## src/rtl/buttons_res_core.sv

```systemverilog
// Elevator request latches: in-car, hall-up and hall-down, set by button, cleared by inactivate.
// Define BUTTONS_RES_EDGE_DETECT_EN to set latches on button rising edges instead of levels.
module buttons_res_core #(
  parameter int BUTTONS_WIDTH = 8
) (
  input  logic                     clock,
  input  logic                     reset,
  input  logic [BUTTONS_WIDTH-1:0] btn_in,
  input  logic [BUTTONS_WIDTH-2:0] btn_up_out,
  input  logic [BUTTONS_WIDTH-1:1] btn_down_out,
  input  logic [BUTTONS_WIDTH-1:0] inactivate_in_levels,
  input  logic [BUTTONS_WIDTH-2:0] inactivate_out_up_levels,
  input  logic [BUTTONS_WIDTH-1:1] inactivate_out_down_levels,
  output logic [BUTTONS_WIDTH-1:0] active_in_levels,
  output logic [BUTTONS_WIDTH-2:0] active_out_up_levels,
  output logic [BUTTONS_WIDTH-1:1] active_out_down_levels
);

  logic [BUTTONS_WIDTH-1:0] set_in;
  logic [BUTTONS_WIDTH-2:0] set_up;
  logic [BUTTONS_WIDTH-1:1] set_down;

`ifdef BUTTONS_RES_EDGE_DETECT_EN
  logic [BUTTONS_WIDTH-1:0] prev_in;
  logic [BUTTONS_WIDTH-2:0] prev_up;
  logic [BUTTONS_WIDTH-1:1] prev_down;

  // History starts at 0, so a button held across reset counts as a press
  always_ff @(posedge clock or negedge reset) begin
    if (!reset) begin
      prev_in   <= '0;
      prev_up   <= '0;
      prev_down <= '0;
    end else begin
      prev_in   <= btn_in;
      prev_up   <= btn_up_out;
      prev_down <= btn_down_out;
    end
  end

  assign set_in   = btn_in & ~prev_in;
  assign set_up   = btn_up_out & ~prev_up;
  assign set_down = btn_down_out & ~prev_down;
`else
  assign set_in   = btn_in;
  assign set_up   = btn_up_out;
  assign set_down = btn_down_out;
`endif

  // Inactivate wins over a same-edge set
  always_ff @(posedge clock or negedge reset) begin
    if (!reset) begin
      active_in_levels       <= '0;
      active_out_up_levels   <= '0;
      active_out_down_levels <= '0;
    end else begin
      active_in_levels <=
        (active_in_levels | set_in)
        & ~inactivate_in_levels;
      active_out_up_levels <=
        (active_out_up_levels | set_up)
        & ~inactivate_out_up_levels;
      active_out_down_levels <=
        (active_out_down_levels | set_down)
        & ~inactivate_out_down_levels;
    end
  end

endmodule

```

## config.mk

```make
export PLATFORM = sky130hd
export DESIGN_NAME = buttons_res_core
export DESIGN_NICKNAME = d
export VERILOG_FILES = /design/src/rtl/buttons_res_core.sv
export SDC_FILE = /design/constraint.sdc
export NUM_CORES = 1
export LEC_CHECK = 0
export CORE_ASPECT_RATIO = 1.1
export CORE_MARGIN = 1
export CORE_UTILIZATION = 27
export DETAILED_ROUTE_END_ITERATION = 8
export PLACE_DENSITY = 0.74
export SLEW_MARGIN = 20
export SYNTH_ARGS = -nofsm -noshare
export SYNTH_HDL_FRONTEND = slang
export SYNTH_SLANG_ARGS = --single-unit
```

## constraint.sdc

```tcl
create_clock -name clock -period 0.8 [get_ports clock]
set_input_delay 0.12 -clock clock [delete_from_list [all_inputs] [get_ports clock]]
set_output_delay 0.12 -clock clock [all_outputs]
set_load 0.02 [all_outputs]
```

==> results.py <==
metrics = {
    "placed_design": {
        "place_area_um2": 1510,
        "place_ws_ps": -271,
        "gp_congestion": 0.597,
        "io_buffer_count": 67,
    },
    "finish": {
        "final_cell_mix": "clkdlybuf4s50_1, buf_6, dfrtp_1",
        "final-seq-area_um2": 551,
        "antenna_cells": 0,
        "final_common_cell": "clkdlybuf4s50_1",
        "drive_above_1_share_pct": 32.8,
        "final_core_util_pct": 65.0,
        "syn2layout_area_growth_pct": 119,
        "multiInputGateArea_um2": 239,
        "n_fill_cell": 200,
        "final_nets": 175,
        "final_area_um2": 1680,
    },
    "sta": {
        "drv_slew": 0,
        "clock.fmax_ghz": 1.01,
        "finalSetupTns_ps": -3710,
        "fin_crit_ps": 991,
        "skew_ps": 0,
        "finalSetupViolations": 28,
        "rsz0062_at_grt": "yes",
        "min_period_over_period_pct": 124,
        "tightest_slew_ps": 126,
        "slew_headroom_pct": 91.6,
        "finalHoldViolCount": 0,
        "timing.final.ws_setup_ps": -191,
    },
    "clock_network": {
        "clk_latency_ps": 300,
        "cts-buffers-inserted": 3,
        "clk_pin_slew_ps": 120,
        "hold_buffers": 0,
        "cts_max_level": 1,
        "ctsRootBufferMaster": "clkbuf_4",
        "cts_tree": "done",
        "cts_sinks": 22,
        "clockBufferDepth": 2,
    },
    "synthesis": {
        "netlist_area_um2": 771,
        "synth_top_area_cell": "dfrtp_1",
        "synth_compound_area_share_pct": 28.6,
        "yosysWarnings": 0,
        "yosysSeqAreaShare_pct": 71.4,
        "synth_top_area_share_pct": 71.4,
        "synth_top_family_by_area": "compound AO/OA/AOI/OAI gates",
        "synth_cells": 44,
        "syn_nets": 90,
        "synth.avg_cell_area_um2": 17.5,
        "synth_xor_area_share_pct": 0,
        "synthMuxAreaShare_pct": 0,
        "yosys-top-cells-area": "dfrtp_1, o21ba_1",
        "synth_seq_cells": 22,
        "synth_fa_ha_area_share_pct": 0,
        "ys_types": 2,
        "synth-simple-area-share_pct": 0,
    },
    "setup_path": {
        "cp.arrival_ps": 870,
        "worstPathRequired_ps": 680,
        "critical_path_buf_inv_count": 1,
        "r2r-start": "active_out_up_levels[3]$_DFF_PN0_",
        "crit_family": "flip-flops",
        "slowest_stage": "dfrtp_1",
        "cp-end-kind": "output port",
        "reg2reg_slack_ps": -20,
        "worstSetupPathType": "flip-flop to output port",
        "reg2reg_to": "active_out_up_levels[3]$_DFF_PN0_",
        "worstPathCellList": "buf_6",
        "critPathMaxFanout": 2,
        "startpoint_type": "flip-flop",
        "worst-r2r-cell-count": 2,
        "cpPeakStageDelay_ps": 430,
    },
    "outcome": {
        "violations": "negative setup slack",
        "status": "complete, but fails checks",
    },
    "routing": {
        "dr.pass1.iters": 2,
        "drt_iter0_drc": 8,
        "ant_nets": 0,
        "viasPerCell": 4.39,
        "drt_wl_total_um": 2020,
        "wire_per_inst_um": 12.7,
        "vias": 698,
        "route.detailed.drc": 0,
    },
    "die": {
        "fp-row-count": 19,
        "initial_core_util_pct": 29.7,
        "die_area_um2": 3070,
        "io_pins": 68,
        "die_w_um": 52.9,
        "die_h_um": 58.0,
        "core_area_um2": 2590,
    },
    "power": {
        "p_per_area_nw_per_um2": 1500,
        "fin_total_pwr_mw": 2.52,
        "p_leak_nw": 0.846,
        "ir_worst_vdd_v": 0.000928,
    },
    "global_route": {
        "grt_max_degree": 23,
        "first_global_vias": 745,
        "grt_pass1_wl_um": 2960,
        "grt_overflow": 0,
        "antenna_found_initial": 0,
        "grtUsageTotal_pct": 13.4,
    },
    "min_path": {
        "hp-class": "input pin to asynchronous set/reset pin",
    },
    "run": {
        "maxCapViolCount": 0,
    },
}
-- flip-flops by register name, indices dropped and copies added (netlist names) --
| signal | flops |
|---|---|
| active_out_down_levels | 7 |
| active_out_up_levels | 7 |
| active_in_levels | 8 |
-- cells by family after synthesis --
group	Yosys count
DFF	22
AOI/OAI and AO/OA	22
-- where the power goes --
group	switching, mW	internal, mW	total (mW)
Clock	0.328	0.277	0.605
Sequential	0.0555	1.19	1.24
Combinational	0.211	0.467	0.678
-- synthesized netlist by cell type --
| master | instances |
|---|---|
| dfrtp_1 | 22 |
| o21ba_1 | 22 |
-- worst max path at each step --
| stage | endpoint | cells after the start | from |
|---|---|---|---|
| after CTS | active_out_down_levels[1] | 1 | active_out_down_levels[1]$_DFF_PN0_ |
| final | active_out_up_levels[3] | 1 | active_out_up_levels[3]$_DFF_PN0_ |
| after global placement | active_out_down_levels[5] | 1 | active_out_down_levels[5]$_DFF_PN0_ |
| after detailed placement | active_in_levels[5] | 1 | active_in_levels[5]$_DFF_PN0_ |
| after floorplan | active_in_levels[0]$_DFF_PN0_ | 1 | active_in_levels[0]$_DFF_PN0_ |
| after global routing | active_out_up_levels[3] | 1 | active_out_up_levels[3]$_DFF_PN0_ |
-- metrics by stage --
stage,hold slack (ps),cells
finish,150,159
global route,132,159
CTS,144,155
detailed placement,476,144
global placement,468,144
floorplan,-176,44
-- routing by layer --
layer  track usage, %  routed length [um]
met1             12.8                 734
met2             25.5                1060
met3             4.72                 216
met4             4.51                   0
met5                0                   0
-- area by class of cell --
class | instances | area share [%]
multi-input cells | 22 | 14.2
well taps | 31 | 2.30
flip-flops and latches | 22 | 32.7
clock buffers | 4 | 2.15
repair buffers | 80 | 48.7
-- what timing repair did --
item,in CTS,in global routing
setup endpoints to repair,22,29
pin swaps,0,0
gates resized for setup,132,6
buffers inserted,7,7
Power figures use the tool's default switching activity.
